$ cat src/rtl/vga_timing_gen_pkg.sv
// Shared raster constants and coordinate type for the vga_clk domain.
// Renderer stages import coord_t so every coordinate bus has one width.
package vga_timing_pkg;

   // 640x480@60 Hz defaults (25 MHz pixel clock)
   localparam int unsigned H_VISIBLE_DEF = 640;
   localparam int unsigned H_FP_DEF      = 16;
   localparam int unsigned H_SYNC_DEF    = 96;
   localparam int unsigned H_BP_DEF      = 48;
   localparam int unsigned V_VISIBLE_DEF = 480;
   localparam int unsigned V_FP_DEF      = 10;
   localparam int unsigned V_SYNC_DEF    = 2;
   localparam int unsigned V_BP_DEF      = 33;

   localparam int unsigned H_TOTAL = H_VISIBLE_DEF + H_FP_DEF + H_SYNC_DEF + H_BP_DEF;
   localparam int unsigned V_TOTAL = V_VISIBLE_DEF + V_FP_DEF + V_SYNC_DEF + V_BP_DEF;

   localparam int unsigned COORD_W    = 10;
   localparam int unsigned COORD_SPAN = 1 << COORD_W;

   typedef logic [COORD_W-1:0] coord_t;
   typedef logic [7:0]         frame_cnt_t;

   // Half-open window test: lo <= pos < hi
   function automatic logic in_window(input coord_t pos, input coord_t lo, input coord_t hi);
      return (pos >= lo) && (pos < hi);
   endfunction

endpackage

$ cat src/rtl/vga_timing_gen_axis_counter.sv
// One raster axis position counter. `count` is the position being decoded
// this cycle: a synchronous clear forces it to 0 so the clear edge decodes
// (0) and the register then advances from 0 as on any other edge.
module vga_axis_counter
   import vga_timing_pkg::*;
#(
   parameter int unsigned TOTAL = H_TOTAL
) (
   input  logic   clk,
   input  logic   rst_n,
   input  logic   inc,
   input  logic   clr,
   output coord_t count,
   output logic   wrap
);

   if (TOTAL < 2 || TOTAL > COORD_SPAN) begin : g_bad_total
      $error("vga_axis_counter: TOTAL must be in 2..1024");
   end

   localparam coord_t LAST = coord_t'(TOTAL - 1);

   coord_t cnt_q;
   coord_t cnt_d;
   coord_t cur;

   // Effective position, wrap detect and next count
   always_comb begin
      cur   = clr ? '0 : cnt_q;
      wrap  = inc && (cur == LAST);
      cnt_d = cur;
      if (inc) begin
         cnt_d = wrap ? '0 : coord_t'(cur + coord_t'(1));
      end
   end

   // Position register
   always_ff @(posedge clk or negedge rst_n) begin
      if (!rst_n) begin
         cnt_q <= '0;
      end else begin
         cnt_q <= cnt_d;
      end
   end

   assign count = cur;

endmodule

$ cat src/rtl/vga_timing_gen.sv
// Free-running VGA raster timing generator. All outputs are registered from
// the decode of the current (hc, vc), so they lag the counters by one cycle
// and are mutually aligned.
module vga_timing_gen
   import vga_timing_pkg::*;
#(
   parameter int unsigned H_VISIBLE = H_VISIBLE_DEF,
   parameter int unsigned H_FP      = H_FP_DEF,
   parameter int unsigned H_SYNC    = H_SYNC_DEF,
   parameter int unsigned H_BP      = H_BP_DEF,
   parameter int unsigned V_VISIBLE = V_VISIBLE_DEF,
   parameter int unsigned V_FP      = V_FP_DEF,
   parameter int unsigned V_SYNC    = V_SYNC_DEF,
   parameter int unsigned V_BP      = V_BP_DEF
) (
   input  logic       vga_clk,
   input  logic       reset_n,
   input  logic       restart,
   output logic [9:0] DrawX,
   output logic [9:0] DrawY,
   output logic       hs,
   output logic       vs,
   output logic       blank,
   output logic       frame_tick,
   output logic [7:0] frame_count
);

   localparam int unsigned H_TOT = H_VISIBLE + H_FP + H_SYNC + H_BP;
   localparam int unsigned V_TOT = V_VISIBLE + V_FP + V_SYNC + V_BP;

   if (H_TOT > COORD_SPAN || V_TOT > COORD_SPAN) begin : g_bad_geometry
      $error("vga_timing_gen: H_TOTAL and V_TOTAL must not exceed 1024");
   end

   localparam coord_t H_VIS_C  = coord_t'(H_VISIBLE);
   localparam coord_t V_VIS_C  = coord_t'(V_VISIBLE);
   localparam coord_t HS_START = coord_t'(H_VISIBLE + H_FP);
   localparam coord_t HS_END   = coord_t'(H_VISIBLE + H_FP + H_SYNC);
   localparam coord_t VS_START = coord_t'(V_VISIBLE + V_FP);
   localparam coord_t VS_END   = coord_t'(V_VISIBLE + V_FP + V_SYNC);

   coord_t hc;
   coord_t vc;
   logic   h_wrap;
   logic   v_wrap_unused;

   vga_axis_counter #(.TOTAL(H_TOT)) u_hcount (
      .clk   (vga_clk),
      .rst_n (reset_n),
      .inc   (1'b1),
      .clr   (restart),
      .count (hc),
      .wrap  (h_wrap)
   );

   vga_axis_counter #(.TOTAL(V_TOT)) u_vcount (
      .clk   (vga_clk),
      .rst_n (reset_n),
      .inc   (h_wrap),
      .clr   (restart),
      .count (vc),
      .wrap  (v_wrap_unused)
   );

   coord_t     x_q, x_d;
   coord_t     y_q, y_d;
   logic       hs_q, hs_d;
   logic       vs_q, vs_d;
   logic       blank_q, blank_d;
   logic       tick_q, tick_d;
   frame_cnt_t fc_q, fc_d;

   // Decode current raster position into next output values
   always_comb begin
      x_d     = hc;
      y_d     = vc;
      blank_d = (hc < H_VIS_C) && (vc < V_VIS_C);
      hs_d    = ~in_window(hc, HS_START, HS_END);
      vs_d    = ~in_window(vc, VS_START, VS_END);
      // hc/vc already read as 0 under restart; the explicit term keeps the
      // tick suppressed even for a zero-height visible area
      tick_d  = ~restart && (hc == '0) && (vc == V_VIS_C);
      fc_d    = fc_q;
      if (restart) begin
         fc_d = '0;
      end else if (tick_d) begin
         fc_d = fc_q + 8'd1;
      end
   end

   // Output registers; reset shows an idle, blanked raster at (0,0)
   always_ff @(posedge vga_clk or negedge reset_n) begin
      if (!reset_n) begin
         x_q     <= '0;
         y_q     <= '0;
         hs_q    <= 1'b1;
         vs_q    <= 1'b1;
         blank_q <= 1'b0;
         tick_q  <= 1'b0;
         fc_q    <= '0;
      end else begin
         x_q     <= x_d;
         y_q     <= y_d;
         hs_q    <= hs_d;
         vs_q    <= vs_d;
         blank_q <= blank_d;
         tick_q  <= tick_d;
         fc_q    <= fc_d;
      end
   end

   assign DrawX       = x_q;
   assign DrawY       = y_q;
   assign hs          = hs_q;
   assign vs          = vs_q;
   assign blank       = blank_q;
   assign frame_tick  = tick_q;
   assign frame_count = fc_q;

endmodule

$ cat config.mk
export PLATFORM = sky130hd
export DESIGN_NAME = vga_timing_gen
export DESIGN_NICKNAME = d
export VERILOG_FILES = /design/src/rtl/vga_timing_gen_pkg.sv /design/src/rtl/vga_timing_gen_axis_counter.sv /design/src/rtl/vga_timing_gen.sv
export SDC_FILE = /design/constraint.sdc
export NUM_CORES = 1
export LEC_CHECK = 0
export CELL_PAD_IN_SITES_DETAIL_PLACEMENT = 1
export CELL_PAD_IN_SITES_GLOBAL_PLACEMENT = 2
export CORE_ASPECT_RATIO = 1.1
export CORE_MARGIN = 2
export CORE_UTILIZATION = 30
export DETAILED_ROUTE_END_ITERATION = 8
export PLACE_DENSITY_LB_ADDON = 0.1
export SYNTH_ARGS = -nofsm -noshare
export SYNTH_HDL_FRONTEND = slang
export SYNTH_SLANG_ARGS = --single-unit
$ cat constraint.sdc
create_clock -name vga_clk -period 3.73 [get_ports vga_clk]
set_input_delay 0.5595 -clock vga_clk [delete_from_list [all_inputs] [get_ports vga_clk]]
set_output_delay 0.5595 -clock vga_clk [all_outputs]
set_load 0.01 [all_outputs]
==> qor.yml <==
status:
  status: "finished, final reports clean"
sta:
  finClkSkew_ns: 0.00600
  hold_viol: 0
  setup_viol: 0
  slew_headroom: 0.393
  fin_crit_ns: 2.76
  tightest_slew_ns: 0.911
  drv_slew: 0
  rsz0062_at_grt: "no"
  fin_tns_setup_ns: 0
  finalCritPeriodShare: 0.739
  fmax_mhz: 363
worst_setup_path:
  crit_required_ns: 3.96
  timing.reg2reg.setup_slack_ns: 1.34
  start_kind: "primary input"
  end_kind: "flop"
  cp_max_fo: 17
  critPathKind: "in2reg"
  worstPathArrival_ns: 2.99
global_route:
  grt_use_total: 0.137
  grt_first_pass_wirelength_um: 8910
  grt_overflow: 0
  antenna_found_initial: 0
  grt_pass1_vias: 1729
  grt_max_degree: 42
pwr:
  ir_drop_mv: 0.130
  power_mw: 0.962
  pwr_density_cell_mw_per_mm2: 343
  p_leak_nw: 1.16
clock_network:
  hold_buffers: 0
  cts_sinks: 52
  cts_root_buf: "clkbuf_8"
  clk_pin_slew_ns: 0.09
  cts_tree: "built"
  clock_latency_ns: 0.31
  htree_levels: 2
  post_cts_buffers: 0
  post_cts_resized: 0
  cts-buffers-inserted: 5
  clock_tree.buffer_depth: 2
route:
  routed_via_density: 5.05
  drt-initial-drc-count: 48
  drc: 0
  firstDrtPassIters: 4
  num_vias: 1683
  wl_um: 5230
  ant_nets: 0
  wire_per_inst_um: 15.7
final_layout:
  mostFrequentLayoutCell: "dfrtp_1"
  insertedDiodeCount: 0
  final_util: 0.377
  syn2layout_area_growth_pct: 22.3
  fillers: 826
  stdcell_count: 333
  layout_common_cells: "dfrtp_1 (50), clkdlybuf4s50_1 (33), nor2b_1 (18), a21oi_1 (14), nand2_1 (12)"
  drive_above_1_share: 0.0772
  nNetsFinal: 252
placement:
  place_inst: 325
  gp_congestion: 0.729
  port-buffer-count: 34
  dp_hpwl_um: 3540
die:
  dieArea_mm2: 0.00836
  core.rowCount: 33
  start_util: 0.308
  core-area_mm2: 0.00743
  boundaryPins: 35
  die_y_um: 95.7
  die_w_um: 87.3
yosys:
  synth_top_area_share: 0.546
  syn_area_mm2: 0.00229
  synth_top_area_cell: "dfrtp_1"
  ys_ff_latch: 52
  synth_edf_count: 0
  syn_avg_cell_area_um2: 10.9
  synthCells: 211
  synth.distinct_cells: 39
  synth_area_leaders: "dfrtp_1 (55%), nor2b_1 (4.9%), a21oi_1 (3.1%)"
  yosys_warnings: 0
  yosys_most_used_dff: "dfrtp_1"
  seq_area_frac_synth: 0.569
  synthArstFlopShare: 1.00
  synth_fp_nets: 218
run:
  drv_cap: 0
min_path:
  min_path_type: "in2async"
## worst max-delay path, stage by stage
cell and delay (ns):
clkdlybuf4s50_1 0.49, nand2b_1 0.14, ha_1 0.16, nor4b_1 0.26, nand4_1 0.55, or4_1 0.67
a21oi_1 0.16
## flip-flops by register name (all words and copies together), names as in the netlist
signal          flops
DrawX              10
DrawY              10
u_hcount.cnt_q     10
u_vcount.cnt_q     10
frame_count         8
blank               1
frame_tick          1
hs                  1
vs                  1
## layer usage
metal / global-route usage / vias to the layer above / part of all wire
met2: 0.206 / 25 / 0.45
met4: 0.0385 / 0 / 0.0088
met1: 0.197 / 835 / 0.51
met3: 0.0320 / 4 / 0.029
met5: 0 / - / 0
li1: - / 819 / -
## where the power goes
part | total (mW) | switching (mW) | leakage [nW] | internal, mW
registers | 0.576 | 0.00588 | 0.706 | 0.570
logic | 0.0532 | 0.0377 | 0.404 | 0.0155
clock network | 0.332 | 0.184 | 0.0510 | 0.148
## logic make-up (layout without fill, tap and decap cells)
logic type,count (synthesis),after routing,synth area share
AND/OR/NAND/NOR,95,95,0.251
flip-flops,52,52,0.569
AO/OA/AOI/OAI,34,34,0.0879
buffers and inverters,16,51,0.0311
XOR/XNOR,9,9,0.0344
adder cells (fa/ha/maj),4,4,0.0218
multiplexers,1,1,0.00491
## cell type report
cell class	count	area (um2)	share of cell area
well taps	87	109	0.0388
multi-input cells	143	917	0.327
clock buffers	6	82.6	0.0295
flip-flops and latches	52	1300	0.465
inverters	6	22.5	0.00804
repair buffers	37	358	0.128
clock inverters	2	10.0	0.00357
## worst paths after layout
path                                         from              to  depth (start not counted)
worst min register to register  u_vcount.cnt_q[8]        DrawY[8]                          1
min in group vga_clk            u_vcount.cnt_q[8]        DrawY[8]                          1
worst max register to register  u_hcount.cnt_q[0]  frame_count[4]                          6
worst max-delay path                      restart  frame_count[4]                          7
worst min-delay path                      reset_n        DrawX[4]                          1
max in group asynchronous                 reset_n              hs                          2
## synth_stat cells, drive strengths merged (2+ instances only)
cell type	n
or4	8
nand2b	2
dfstp	2
clkbuf	6
o31ai	7
nor2	10
nor2b	19
o21ai	8
nor4	3
buf	4
nor4bb	2
dfrtp	50
o21a	2
nand3b	3
nor3	8
nand4	5
nand2	12
or3	6
ha	4
a21oi	14
xnor2	3
xor2	6
nor4b	2
inv	6
and2	2
nand3	8
## metrics by stage
stage / hold WS (ns) / cell area, um2 / worst slack, ns
finish: 0.376 / 2800 / 0.974
CTS: 0.428 / 2800 / 0.996
floorplan: 0.264 / 2290 / 1.11
detailed placement: 0.547 / 2710 / 0.679
global route: 0.468 / 2800 / 0.758
global placement: 0.538 / 2710 / 0.781
Power figures use the tool's default switching activity.
